==> src/rtl/game_pkg.sv <==
// Shared constants for the brick-breaker game sequencer.
// State codes, default sizing and the brick x-origin table.
package game_pkg;

  localparam logic [2:0] S_IDLE       = 3'd0;
  localparam logic [2:0] S_WAIT_FRAME = 3'd1;
  localparam logic [2:0] S_UPD_PADDLE = 3'd2;
  localparam logic [2:0] S_UPD_BALL   = 3'd3;
  localparam logic [2:0] S_UPD_BRICK  = 3'd4;
  localparam logic [2:0] S_CHECK      = 3'd5;
  localparam logic [2:0] S_LOSE       = 3'd6;
  localparam logic [2:0] S_WIN        = 3'd7;

  localparam int N_BRICKS_DEF    = 6;
  localparam int BRICK_DIV_DEF   = 60;
  localparam int ACK_TIMEOUT_DEF = 255;
  localparam int LIVES_DEF       = 3;

  // Left pixel column of each brick, shared with the game wrapper.
  localparam logic [9:0] BRICK_X0 [0:5] = '{
    10'd20, 10'd120, 10'd220,
    10'd320, 10'd420, 10'd520
  };

endpackage

==> src/rtl/game_update_sequencer_hs_timer.sv <==
// hs_timer: wait counter for one req/ack handshake.
// Ports: clk, rst (sync, active-low), clr (restart), expired (limit hit).
module hs_timer #(
  parameter int LIMIT = 255
) (
  input  logic clk,
  input  logic rst,
  input  logic clr,
  output logic expired
);

  localparam int W = $clog2(LIMIT + 1);

  logic [W-1:0] cnt_q, cnt_d;

  // cnt_q is the number of edges seen since entry; the req has then
  // been high LIMIT cycles when the edge sampling LIMIT-1 arrives.
  assign expired = (cnt_q == W'(LIMIT - 1));

  always_comb begin
    cnt_d = cnt_q;
    if (clr) begin
      cnt_d = '0;
    end else if (!expired) begin
      cnt_d = cnt_q + 1'b1;
    end
  end

  always_ff @(posedge clk) begin
    if (!rst) begin
      cnt_q <= '0;
    end else begin
      cnt_q <= cnt_d;
    end
  end

endmodule

==> src/rtl/game_update_sequencer.sv <==
// Frame-synchronous paddle/ball/brick update scheduler with win/lose.
// Ports: clk, rst (sync, active-low), frame_start, start (active-low),
//   paddle/ball/brick req+ack, bricks_exist, death_zone, ball_lost,
//   game_over, victory, frame_overrun, ack_timeout, lives_left.
// Build option: GAME_SEQ_LIVES_EN enables the lives counter.
module game_update_sequencer
  import game_pkg::*;
#(
  parameter int N_BRICKS    = N_BRICKS_DEF,
  parameter int BRICK_DIV   = BRICK_DIV_DEF,
  parameter int ACK_TIMEOUT = ACK_TIMEOUT_DEF,
  parameter int LIVES       = LIVES_DEF
) (
  input  logic                clk,
  input  logic                rst,
  input  logic                frame_start,
  input  logic                start,
  output logic                paddle_req,
  input  logic                paddle_ack,
  output logic                ball_req,
  input  logic                ball_ack,
  output logic                brick_req,
  input  logic                brick_ack,
  input  logic [N_BRICKS-1:0] bricks_exist,
  input  logic [N_BRICKS-1:0] death_zone,
  input  logic                ball_lost,
  output logic                game_over,
  output logic                victory,
  output logic                frame_overrun,
  output logic                ack_timeout,
  output logic [1:0]          lives_left
);

  localparam int DW = (BRICK_DIV > 1) ? $clog2(BRICK_DIV) : 1;

  logic [2:0]    state_q, state_d;
  logic [DW-1:0] div_q, div_d;
  logic          brick_due_q, brick_due_d;
  logic          paddle_req_q, paddle_req_d;
  logic          ball_req_q, ball_req_d;
  logic          brick_req_q, brick_req_d;
  logic          game_over_q, game_over_d;
  logic          victory_q, victory_d;
  logic          overrun_q, overrun_d;
  logic          tmo_q, tmo_d;
  logic [1:0]    lives_q, lives_d;
  logic          tmr_clr, tmr_exp;
  logic          busy;

  hs_timer #(
    .LIMIT(ACK_TIMEOUT)
  ) u_hs_timer (
    .clk    (clk),
    .rst    (rst),
    .clr    (tmr_clr),
    .expired(tmr_exp)
  );

  // Every state change restarts the handshake deadline.
  assign tmr_clr = (state_d != state_q);

  assign busy = (state_q == S_UPD_PADDLE) ||
                (state_q == S_UPD_BALL) ||
                (state_q == S_UPD_BRICK) ||
                (state_q == S_CHECK);

  always_comb begin
    state_d     = state_q;
    div_d       = div_q;
    brick_due_d = brick_due_q;
    tmo_d       = tmo_q;
    lives_d     = lives_q;
    overrun_d   = overrun_q | (busy & frame_start);
    unique case (state_q)
      S_IDLE: begin
        if (!start) state_d = S_WAIT_FRAME;
      end
      S_WAIT_FRAME: begin
        if (frame_start) begin
          state_d = S_UPD_PADDLE;
          if (div_q == DW'(BRICK_DIV - 1)) begin
            div_d = '0;
          end else begin
            div_d = div_q + 1'b1;
          end
          brick_due_d = (div_q == DW'(BRICK_DIV - 1));
        end
      end
      S_UPD_PADDLE: begin
        if (paddle_req_q && paddle_ack) begin
          state_d = S_UPD_BALL;
        end else if (tmr_exp) begin
          tmo_d   = 1'b1;
          state_d = S_UPD_BALL;
        end
      end
      S_UPD_BALL: begin
        if ((ball_req_q && ball_ack) || tmr_exp) begin
          if (!(ball_req_q && ball_ack)) tmo_d = 1'b1;
          state_d = brick_due_q ? S_UPD_BRICK : S_CHECK;
        end
      end
      S_UPD_BRICK: begin
        if (brick_req_q && brick_ack) begin
          state_d = S_CHECK;
        end else if (tmr_exp) begin
          tmo_d   = 1'b1;
          state_d = S_CHECK;
        end
      end
      S_CHECK: begin
        // Lose conditions are tested first so lose beats win.
        if (|death_zone) begin
          state_d = S_LOSE;
        end else if (ball_lost) begin
`ifdef GAME_SEQ_LIVES_EN
          if (lives_q > 2'd1) begin
            lives_d = lives_q - 2'd1;
            state_d = S_IDLE;
          end else begin
            lives_d = 2'd0;
            state_d = S_LOSE;
          end
`else
          state_d = S_LOSE;
`endif
        end else if (bricks_exist == '0) begin
          state_d = S_WIN;
        end else begin
          state_d = S_WAIT_FRAME;
        end
      end
      S_LOSE:  state_d = S_LOSE;
      S_WIN:   state_d = S_WIN;
      default: state_d = S_IDLE;
    endcase
  end

  // Requests are a registered decode of the next state, so exactly
  // one can be high and each drops on the edge that leaves its state.
  assign paddle_req_d = (state_d == S_UPD_PADDLE);
  assign ball_req_d   = (state_d == S_UPD_BALL);
  assign brick_req_d  = (state_d == S_UPD_BRICK);
  assign game_over_d  = game_over_q | (state_d == S_LOSE);
  assign victory_d    = victory_q | (state_d == S_WIN);

  always_ff @(posedge clk) begin
    if (!rst) begin
      state_q      <= S_IDLE;
      div_q        <= '0;
      brick_due_q  <= 1'b0;
      paddle_req_q <= 1'b0;
      ball_req_q   <= 1'b0;
      brick_req_q  <= 1'b0;
      game_over_q  <= 1'b0;
      victory_q    <= 1'b0;
      overrun_q    <= 1'b0;
      tmo_q        <= 1'b0;
`ifdef GAME_SEQ_LIVES_EN
      lives_q      <= 2'(LIVES);
`else
      lives_q      <= 2'd0;
`endif
    end else begin
      state_q      <= state_d;
      div_q        <= div_d;
      brick_due_q  <= brick_due_d;
      paddle_req_q <= paddle_req_d;
      ball_req_q   <= ball_req_d;
      brick_req_q  <= brick_req_d;
      game_over_q  <= game_over_d;
      victory_q    <= victory_d;
      overrun_q    <= overrun_d;
      tmo_q        <= tmo_d;
      lives_q      <= lives_d;
    end
  end

`ifdef GAME_SEQ_LIVES_EN
  assign lives_left = lives_q;
`else
  logic [2:0] unused_lives;
  assign unused_lives = {2'(LIVES), ^lives_q};
  assign lives_left   = 2'd0;
`endif

  assign paddle_req    = paddle_req_q;
  assign ball_req      = ball_req_q;
  assign brick_req     = brick_req_q;
  assign game_over     = game_over_q;
  assign victory       = victory_q;
  assign frame_overrun = overrun_q;
  assign ack_timeout   = tmo_q;

endmodule

==> config.mk <==
export PLATFORM = sky130hd
export DESIGN_NAME = game_update_sequencer
export DESIGN_NICKNAME = d
export VERILOG_FILES = /design/src/rtl/game_pkg.sv /design/src/rtl/game_update_sequencer_hs_timer.sv /design/src/rtl/game_update_sequencer.sv
export SDC_FILE = /design/constraint.sdc
export NUM_CORES = 1
export LEC_CHECK = 0
export ABC_AREA = 1
export CORE_MARGIN = 1.5
export CORE_UTILIZATION = 45
export DETAILED_ROUTE_END_ITERATION = 10
export PLACE_DENSITY = 0.77
export SLEW_MARGIN = 20
export SYNTH_ARGS = -nofsm -noshare
export SYNTH_HDL_FRONTEND = slang
export SYNTH_HIERARCHICAL = 1
export SYNTH_SLANG_ARGS = --single-unit
==> constraint.sdc <==
create_clock -name clk -period 6.95 [get_ports clk]
set_clock_uncertainty 0.05 [all_clocks]
set_input_delay 1.39 -clock clk [delete_from_list [all_inputs] [get_ports clk]]
set_output_delay 1.39 -clock clk [all_outputs]
set_load 0.01 [all_outputs]
; ---- Yosys cells after proc, flatten, opt, wreduce, memory -nomap -nowiden
; Index checks and enable logic that the tools add are counted.
[totals]
regBits = 25
output_inout_bits = 9
in_bits = 20
[classes]
n_mux = 19
n_addsub = 2
eq_ne = 19
bitwise_logic = 5
n_reduce_logical = 14
[op_table]
columns = op, n
row1 = two-way mux 3 bit, 10
row2 = case mux 3 bit (8 select lines), 1
row3 = == test 3 bit (second input constant), 7
row4 = == test 3 x 2 -> 1 bit (second input constant), 4
row5 = adder 8 x 1 -> 8 bit (second input constant), 1
row6 = == test 8 bit (second input constant), 1
row7 = adder 6 x 1 -> 6 bit (second input constant), 1
row8 = == test 6 bit (second input constant), 1
row9 = logical NOT 6 bit, 1
row10 = two-way mux 1 bit, 6
row11 = two-way mux 6 bit, 1
row12 = != test 2 bit (second input constant), 3
row13 = OR reduction 6 bit, 1
row14 = AND reduction 5 bit, 1
row15 = logical OR 1 bit, 4
row16 = == test 3 x 1 -> 1 bit (second input constant), 1
row17 = logical AND 1 bit, 3
row18 = logical NOT 3 bit, 1
row19 = != test 3 bit, 1
row20 = OR 1 bit, 3
row21 = case mux 1 bit (3 select lines), 1
row22 = nonzero test 3 bit, 1
row23 = != test 2 x 1 -> 1 bit (second input constant), 1
row24 = AND reduction 2 bit, 1
row25 = other kinds (3), 3

; ---- Longest topological paths before layout
; Gate-level depths: netlist of run 1.
[depth]
depth_word = 7
ltp_mapped = 19
depth_no_buf = 19

; ---- By module
; Netlist of run 1, hierarchy kept.
[modules_own_cells]
columns = module, instances, seq_area_each_um2, cells_per_inst, area_each_um2
row1 = game_update_sequencer, 1, 340.3, 167, 1136.1
row2 = hs_timer, 1, 160.2, 65, 444.2

; ---- Least setup slack after synthesis of run 1
; OpenSTA, ideal clock, no wires.
[synth_path]
path_type = in2reg
from = in death_zone[0]
to = reg u_hs_timer.cnt_q[3]
required_time_ns = 6.826
slack_ns = 4.239
path_stages = 13
setup_ns = 0.074
t_arrival_ns = 2.587
path_cell_list = inv_1 > nand2_1 > nor2_1 > nand3_1 > nand2_1 > nand2_2 > inv_1 > nor2_1 > nor2_1 > nand2_1 > nor2_1 > inv_1 > a31oi_1
[synth_via]
elab_chain_len = 5
[synth_rtl]
columns = item, line
row1 = start: declaration, game_update_sequencer.sv:25  ; input logic [N_BRICKS-1:0] death_zone,
row2 = OR reduction 6 bit, game_update_sequencer.sv:113  ; if (|death_zone) begin
row3 = two-way mux 3 bit, game_update_sequencer.sv:113
row4 = case mux 3 bit (8 select lines), game_update_sequencer.sv:74  ; unique case (state_q)
row5 = != test 3 bit, game_update_sequencer.sv:60  ; assign tmr_clr = (state_d != state_q);
row6 = net tmr_clr, game_update_sequencer.sv:47  ; logic tmr_clr, tmr_exp;
row7 = OR reduction 2 bit (no line), -
row8 = end signal: assignment, game_update_sequencer_hs_timer.sv:33  ; cnt_q <= cnt_d;
row9 = end: declaration, game_update_sequencer_hs_timer.sv:14  ; logic [W-1:0] cnt_q, cnt_d;
; The timed path passes the listed nets, and every way through them passes these cells.
; A chain may end at the register's enable or synchronous reset.

; ---- Final worst setup path of run 1
[layout_path]
from = in death_zone[4]
to = reg u_hs_timer.cnt_q[3]
; Same word-level chain as after synthesis.

==> results.py, run 1 <==
metrics = {
    "synth": {
        "synth-simple-area-share": 0.435,
        "synth_xor_area_frac": 0.00554,
        "synth-compound-area-share": 0.0966,
        "synthCells": 232,
        "synthDistinctLibCells": 34,
        "synth.area.mux_share": 0,
        "synthAdderAreaFrac": 0.0238,
        "synth_warnings": 6,
        "synth_common_cells": "nand2_1, inv_1, nor2_1",
        "synth_top_area_share": 0.317,
        "yosysMostFrequentCell": "nand2_1",
        "syn_area_um2": 1580,
        "synth_area_leaders": "dfxtp_1, nand2_1, inv_1",
        "async_reset_ff_frac": 0,
        "ys_seq_elements": 25,
        "yosysTopAreaCell": "dfxtp_1",
        "synth_top_family_by_area": "simple AND/OR/NAND/NOR gates",
        "synth-edff-count": 0,
        "avgSynthCellArea_um2": 6.81,
        "ys_seq_area_frac": 0.317,
        "synth_top_flop_cell": "dfxtp_1",
    },
    "sta": {
        "grt_setup_unrepaired": "false",
        "period_share": 0.446,
        "setup_violations": 0,
        "layout_min_cycle_time_ps": 3100,
        "final_hold_viol_count": 0,
        "fmax_ghz": 0.322,
        "drv_slew": 0,
        "setup_tns_ps": 0,
        "fin_ws_ps": 3850,
    },
    "cells_and_area": {
        "drive_gt1_frac": 0.131,
        "area_growth_pct": 19.9,
        "fin_nets": 283,
        "fin_cells": 305,
        "nFillCells": 341,
        "antenna_cells": 0,
    },
    "global_routing": {
        "antenna_found_initial": 0,
        "grt_usage": 0.176,
        "grt_pass1_wl_mm": 5.53,
        "gr-total-overflow": 0,
        "grt_max_degree": 16,
        "first_global_vias": 1342,
    },
    "min_path": {
        "hold_path.class": "flip-flop to flip-flop",
    },
    "clock_tree": {
        "worstSkewPairLatency_ps": 330,
        "root_buffer": "clkbuf_4",
        "htreeDepth": 1,
        "cts_resized": 0,
        "cts_tree": "built",
        "numCtsBuffers": 3,
        "clock-sinks": 25,
        "clk_pin_slew_ps": 150,
        "clk_path_buf_depth": 2,
        "cts_setup_buffers": 0,
        "cts_hold_buf": 0,
    },
    "route": {
        "avgViaCountPerCell": 4.92,
        "wl_per_cell_um": 10.5,
        "firstDrtPassIters": 4,
        "ant_nets": 0,
        "vias": 1501,
        "drt_iter0_drc": 84,
        "drc_errors": 0,
        "wirelength_mm": 3.21,
    },
    "power_and_ir_drop": {
        "irDropWorstVdd_v": 0.0000815,
        "power_leakage_nw": 0.876,
        "power_density_nw_per_um2": 156,
    },
    "place": {
        "dp_slack_ps": 3510,
        "gp_congestion": 0.854,
        "dp_hpwl_mm": 2.54,
        "place.port_buffers": 26,
        "dp_cells": 301,
    },
    "critical_path": {
        "worstPathMaxFanout": 7,
        "crit_arrival_ps": 3320,
        "required_ps": 7170,
        "r2r_slack_ps": 4370,
        "end_kind": "flip-flop",
        "cp-start-kind": "input port",
        "crit_type": "input port to flip-flop",
    },
    "floorplanning": {
        "die_y_um": 62.3,
        "die_area_um2": 3880,
        "die_w_um": 62.3,
        "core_area_um2": 3360,
        "rows": 21,
        "io_pins": 29,
        "start_util": 0.470,
    },
    "job": {
        "drv_cap": 0,
    },
    "outcome": {
        "status": "finished clean",
    },
}
[flip-flops by register name, indices dropped and copies added, names as in the netlist]
name,cells
div_q,6
u_hs_timer/cnt_q,8
paddle_req,1
brick_due_q,1
brick_req,1
game_over,1
ball_req,1
ack_timeout,1
state_q,3
frame_overrun,1
victory,1
[final cells by class]
type	count	area [um^2]	area share
multi-input cells	166	893	0.472
flip-flops and latches	25	500	0.264
repair buffers	26	260	0.137
inverters	38	153	0.0806
well taps	46	57.6	0.0304
clock buffers	3	22.5	0.0119
clock inverters	1	7.51	0.00396
[power breakdown]
group          total (mW)  leakage [nW]  internal, mW  switching [mW]
Sequential          0.156         0.202         0.149         0.00714
Combinational      0.0686         0.660        0.0289          0.0398
Clock              0.0711        0.0139        0.0221          0.0491
[critical path, stage by stage]
cell             delay, ps
clkdlybuf4s50_1        410
inv_1                   60
nand2_1                 50
nor2_1                 150
nand3_1                100
nand2_1                110
nand2_2                 90
inv_1                  100
nor2_1                  50
nor2_1                 110
nand2_1                 60
nor2_1                 380
inv_1                  100
a31oi_1                150
[path summary, 6_finish.rpt]
check,start,end,depth (start not counted)
setup / recovery,death_zone[4],u_hs_timer/cnt_q[3]$_SDFFE_PP0P_,14
hold reg to reg,ack_timeout$_SDFFE_PN0P_,ack_timeout$_SDFFE_PN0P_,2
setup reg to reg,u_hs_timer/cnt_q[0]$_SDFFE_PP0P_,u_hs_timer/cnt_q[3]$_SDFFE_PP0P_,19
hold / removal,ack_timeout$_SDFFE_PN0P_,ack_timeout$_SDFFE_PN0P_,2
[metal layers]
metal / track usage / part of all wire / vias to the layer above / wire [um]
li1: - / - / 787 / -
met1: 0.221 / 0.48 / 677 / 1530
met2: 0.303 / 0.47 / 33 / 1510
met3: 0.0236 / 0.042 / 4 / 134
met4: 0.0722 / 0.012 / 0 / 39
met5: 0 / 0 / - / 0
[through the flow]
| step | hold slack (ps) | total power [mW] | utilization | instance area (um^2) |
|---|---|---|---|---|
| finish | 417 | 0.296 | 0.563 | 1890 |
| global route | 440 | 0.311 | 0.563 | 1890 |
| detailed placement | 401 | 0.228 | 0.554 | 1860 |
| CTS | 423 | 0.297 | 0.563 | 1890 |
| global placement | 393 | 0.227 | 0.554 | 1860 |
| floorplan | 412 | 0.207 | - | 1580 |
[layout by cell type, fill, tap and decap left out, drive strengths merged, types with 2 or more instances in the layout]
cell,instances
a21oi,9
clkbuf,3
clkdlybuf4s50,26
clkinv,3
conb,2
dfxtp,25
ha,3
inv,35
nand2,58
nand3,30
nand4,2
nor2,38
nor3,6
o21ai,10
[cells by family (layout without fill, tap and decap cells)]
family,after synthesis,count (layout)
simple gates,135,135
other cells,1,2
buf+inv,42,68
compound gates,25,25
xor+xnor,1,1
fa+ha+maj,3,3
flops,25,25
Power figures use the tool's default switching activity.
==> inputs of run 2 (changes only) <==
Clock period 6.95 ns to 3 ns, I/O delays scaled along.
==> results.py, run 2 (synthesis results as in run 1) <==
metrics = {
    "critical_path": {
        "cp-start-kind": "flip-flop",
        "crit_type": "flip-flop to flip-flop",
        "cp_slowest_cell": "dfxtp_1",
        "rr_worst_depth": 19,
        "cp_cell_sequence": "inv_1 -> ha_1 -> nand2_1 -> nor2_2 -> nand2_4 -> clkinv_4 -> inv_1 -> nand2_1 -> nand2_1 -> nand3_4 -> nand2_1 -> nor2_1 -> nand2_2 -> nand2_1 -> nand2_1 -> nand2_1 -> nor2_1 -> inv_1 -> a31oi_1",
        "worstPathMaxFanout": 9,
        "crit_path_max_incr_delay_ps": 400,
        "required_ps": 3210,
        "end_kind": "flip-flop",
        "crit_arrival_ps": 2760,
        "cp_common_cell": "nand2_1",
    },
    "floorplanning": {
        "io_pins": 29,
        "die_y_um": 62.3,
        "rows": 21,
        "die_area_um2": 3880,
        "die_w_um": 62.3,
        "start_util": 0.470,
        "core_area_um2": 3360,
    },
    "cells_and_area": {
        "fin_nets": 283,
        "fin_cells": 305,
        "layout_commonest_cell": "nand2_1",
        "regMostFlops": "u_hs_timer/cnt_q",
        "reg.largest.list": "u_hs_timer/cnt_q x8, div_q x6, state_q x3",
        "drive_gt1_frac": 0.131,
        "final_cell_mix": "nand2_1, nor2_1, inv_1",
        "largest_reg_flops": 8,
        "area_growth_pct": 19.9,
        "antenna_cells": 0,
    },
    "sta": {
        "period_share": 0.849,
        "final_hold_viol_count": 0,
        "setup_tns_ps": 0,
        "worst_hold_slack_ps": 416,
        "grt_setup_unrepaired": "false",
        "setup_violations": 0,
        "layout_min_cycle_time_ps": 2550,
        "fmax_ghz": 0.393,
        "drv_slew": 0,
        "fin_ws_ps": 453,
    },
    "global_routing": {
        "gr-total-overflow": 0,
        "grt_pass1_wl_mm": 5.65,
        "first_global_vias": 1348,
        "antenna_found_initial": 0,
        "grt_max_degree": 16,
        "grt_usage": 0.175,
    },
    "power_and_ir_drop": {
        "power_density_nw_per_um2": 358,
        "p_total_uw": 678,
        "power_leakage_nw": 0.876,
        "irDropWorstVdd_v": 0.000218,
    },
    "clock_tree": {
        "clk_pin_slew_ps": 150,
        "cts_tree": "built",
        "htreeDepth": 1,
        "clk_path_buf_depth": 2,
        "cts_setup_buffers": 0,
        "root_buffer": "clkbuf_4",
        "cts_hold_buf": 0,
        "clock-sinks": 25,
        "cts_resized": 0,
        "numCtsBuffers": 3,
        "worstSkewPairLatency_ps": 320,
    },
    "route": {
        "maxUsedRoutingLayer": "met3",
        "wl_met2_mm": 1.51,
        "avgViaCountPerCell": 4.86,
        "wl_per_cell_um": 10.4,
        "drc_errors": 0,
        "met1_length_mm": 1.52,
        "dr_wl_met3_um": 125,
        "ant_nets": 0,
        "vias": 1483,
        "firstDrtPassIters": 4,
        "drt_iter0_drc": 56,
        "wirelength_mm": 3.16,
    },
    "outcome": {
        "status": "finished clean",
    },
    "place": {
        "place.port_buffers": 26,
        "dp_slack_ps": 380,
        "dp_cells": 301,
        "dp_hpwl_mm": 2.54,
        "gp_congestion": 0.862,
    },
    "min_path": {
        "min_delay_path_depth": 2,
        "hold_path.class": "flip-flop to flip-flop",
    },
    "job": {
        "drv_cap": 0,
    },
}
==> run 2: area by class of cell <==
cell class	instances	area (um^2)
Clock buffer	3	22.5
Clock inverter	1	7.51
Fill cell	367	1470
Inverter	38	153
Multi-Input combinational cell	166	893
Sequential cell	25	500
Tap cell	46	57.6
Timing Repair Buffer	26	260
==> run 2: final timing paths <==
check | start | endpoint | slack (ps)
worst max-delay path | u_hs_timer/cnt_q[0]$_SDFFE_PP0P_ | u_hs_timer/cnt_q[3]$_SDFFE_PP0P_ | 450
worst min-delay path | ack_timeout$_SDFFE_PN0P_ | ack_timeout$_SDFFE_PN0P_ | 420
worst max register to register | u_hs_timer/cnt_q[0]$_SDFFE_PP0P_ | u_hs_timer/cnt_q[3]$_SDFFE_PP0P_ | 450
worst min register to register | ack_timeout$_SDFFE_PN0P_ | ack_timeout$_SDFFE_PN0P_ | 420
==> run 2: per-stage QoR <==
step	utilization	area (um^2)
after floorplan	-	1580
after global placement	0.554	1860
after detailed placement	0.554	1860
after CTS	0.563	1890
after global routing	0.563	1890
final	0.563	1890
==> run 2: worst max-delay path: cells and delay by family, from the launching register on <==
| family | cells | cell delay, ps |
|---|---|---|
| adders and majority gates | 1 | 190 |
| and+or+nand+nor | 13 | 1290 |
| DFF | 1 | 400 |
| buffers and inverters | 4 | 400 |
| AOI/OAI and AO/OA | 1 | 150 |
==> run 2: routing by layer <==
metal,up-vias,GRT usage
met5,-,0
met4,0,0.0556
met3,0,0.0254
met2,32,0.295
met1,662,0.231
li1,789,-
==> run 2: report_power, final <==
| group | total, mW | leakage, nW | switching, mW | internal [mW] |
|---|---|---|---|---|
| clock network | 0.158 | 0.0139 | 0.107 | 0.0509 |
| logic | 0.157 | 0.660 | 0.0903 | 0.0670 |
| registers | 0.363 | 0.202 | 0.0172 | 0.346 |
| total | 0.678 | 0.876 | 0.214 | 0.464 |
==> inputs of run 3 (changes only) <==
Clock period 3 ns to 2.5 ns, I/O delays scaled along.
==> results.py, run 3 (synthesis results as in run 1) <==
metrics = {
    "clock_tree": {
        "clock-sinks": 25,
        "worstSkewPairLatency_ps": 310,
        "clk_pin_slew_ps": 140,
        "cts_tree": "built",
        "cts_setup_buffers": 0,
        "clk_path_buf_depth": 2,
        "root_buffer": "clkbuf_4",
        "htreeDepth": 1,
        "numCtsBuffers": 3,
    },
    "floorplanning": {
        "die_w_um": 62.3,
        "rows": 21,
        "die_area_um2": 3880,
        "die_y_um": 62.3,
        "io_pins": 29,
        "start_util": 0.470,
        "core_area_um2": 3360,
    },
    "critical_path": {
        "end_kind": "flip-flop",
        "r2r-start": "u_hs_timer/cnt_q[0]$_SDFFE_PP0P_",
        "r2r_slack_ps": 210,
        "cp_common_cell": "nand2_1",
        "crit_path_max_incr_delay_ps": 390,
        "crit_arrival_ps": 2490,
        "required_ps": 2700,
        "cp-start-kind": "flip-flop",
        "worstPathMaxFanout": 7,
        "cp_cell_sequence": "inv_1 -> ha_1 -> nand2_1 -> nor2_2 -> nand2_4 -> clkinv_4 -> inv_1 -> nand2_1 -> nand2_1 -> nand3_4 -> nand2_1 -> nor2_1 -> nand2_2 -> nand2_1 -> nand2_1 -> nand2_1 -> nor2_1 -> buf_4 -> inv_1 -> a31oi_2",
        "cp_slowest_cell": "dfxtp_2",
        "crit_type": "flip-flop to flip-flop",
        "r2r_end": "u_hs_timer/cnt_q[3]$_SDFFE_PP0P_",
        "rr_worst_depth": 20,
    },
    "cells_and_area": {
        "regMostFlops": "u_hs_timer/cnt_q",
        "area_growth_pct": 21.3,
        "final_cell_mix": "nand2_1, nor2_1, inv_1",
        "largest_reg_flops": 8,
        "fin_nets": 285,
        "final_util": 0.570,
        "antenna_cells": 0,
        "nFillCells": 358,
        "layout_commonest_cell": "nand2_1",
        "fin_cells": 307,
        "drive_gt1_frac": 0.146,
        "final_area_um2": 1920,
        "reg.largest.list": "u_hs_timer/cnt_q x8, div_q x6, state_q x3",
    },
    "min_path": {
        "min_delay_path_depth": 2,
        "min_from": "ack_timeout$_SDFFE_PN0P_",
        "hold_path.class": "flip-flop to flip-flop",
        "min_to": "ack_timeout$_SDFFE_PN0P_",
    },
    "place": {
        "gp_congestion": 0.870,
        "postPlaceCellArea_um2": 1880,
        "place.port_buffers": 26,
        "dp_cells": 303,
        "dp_hpwl_mm": 2.60,
    },
    "sta": {
        "fmax_ghz": 0.437,
        "drv_slew": 0,
        "final_hold_viol_count": 0,
        "layout_min_cycle_time_ps": 2290,
        "setup_tns_ps": 0,
        "setup_violations": 0,
        "grt_setup_unrepaired": "false",
        "period_share": 0.916,
    },
    "power_and_ir_drop": {
        "p_total_uw": 817,
        "irDropWorstVdd_v": 0.000264,
        "power_leakage_nw": 0.886,
        "power_density_nw_per_um2": 426,
    },
    "route": {
        "vias": 1492,
        "ant_nets": 0,
        "drc_errors": 0,
        "wl_per_cell_um": 10.6,
        "drt_iter0_drc": 87,
        "avgViaCountPerCell": 4.86,
        "firstDrtPassIters": 4,
        "wirelength_mm": 3.24,
    },
    "job": {
        "drv_cap": 0,
    },
    "outcome": {
        "status": "finished clean",
    },
    "global_routing": {
        "grt_max_degree": 16,
        "gr-total-overflow": 0,
        "grt_pass1_wl_mm": 5.95,
        "antenna_found_initial": 0,
        "first_global_vias": 1362,
        "grt_usage": 0.185,
    },
}
==> run 3: changes by cell type in the layout (fill, tap and decap cells not counted), sizes merged <==
cell,change
buf,+2
==> run 3: metrics by stage <==
stage,worst slack (ps),hold slack [ps]
after global placement,164,394
final,209,417
after global routing,12.4,438
after detailed placement,127,395
after CTS,158,423
after floorplan,312,412
==> run 3: repair_timing <==
item                       in CTS  in global routing
gates resized for setup         0                  2
hold buffers                    0                  0
setup endpoints to repair       0                  1
==> run 3: how the worst max path moves through the flow <==
stage	from	to	slack (ps)	cells after the start
6_report	u_hs_timer/cnt_q[0]$_SDFFE_PP0P_	u_hs_timer/cnt_q[3]$_SDFFE_PP0P_	210	20
4_1_cts	u_hs_timer/cnt_q[0]$_SDFFE_PP0P_	u_hs_timer/cnt_q[3]$_SDFFE_PP0P_	160	20
2_1_floorplan	u_hs_timer/cnt_q[0]$_SDFFE_PP0P_	u_hs_timer/cnt_q[3]$_SDFFE_PP0P_	310	19
3_3_place_gp	death_zone[0]	u_hs_timer/cnt_q[3]$_SDFFE_PP0P_	160	15
5_1_grt	u_hs_timer/cnt_q[0]$_SDFFE_PP0P_	u_hs_timer/cnt_q[3]$_SDFFE_PP0P_	10	19
3_5_place_dp	death_zone[1]	u_hs_timer/cnt_q[3]$_SDFFE_PP0P_	130	15
==> run 3: layout make-up <==
cell class / instances / area, um^2 / share of cell area
sequential: 25 / 502 / 0.262
tap: 46 / 57.6 / 0.0300
clock buffer: 3 / 22.5 / 0.0117
inverter: 38 / 153 / 0.0796
multi-input combinational: 166 / 900 / 0.469
clock inverter: 1 / 7.51 / 0.00392
timing repair buffer: 28 / 275 / 0.144
==> run 3: per-layer routing <==
metal | GRT usage | vias up | share of wire
met1 | 0.262 | 667 | 0.47
met3 | 0.0254 | 0 | 0.041
met2 | 0.299 | 32 | 0.49
met4 | 0.0444 | 0 | 0
li1 | - | 793 | -
met5 | 0 | - | 0
==> run 3: critical path: cells and delay by family, from the launching register on <==
| kind | cells | cell delay (ps) |
|---|---|---|
| buffers and inverters | 5 | 460 |
| AOI/OAI and AO/OA | 1 | 140 |
| DFF | 1 | 390 |
| adders and majority gates | 1 | 190 |
| and+or+nand+nor | 13 | 1010 |
==> run 3: power by group <==
part	leakage, nW	total (mW)	internal (mW)	switching (mW)
Clock	0.0139	0.186	0.0609	0.125
Combinational	0.669	0.195	0.0839	0.111
Sequential	0.203	0.436	0.416	0.0201
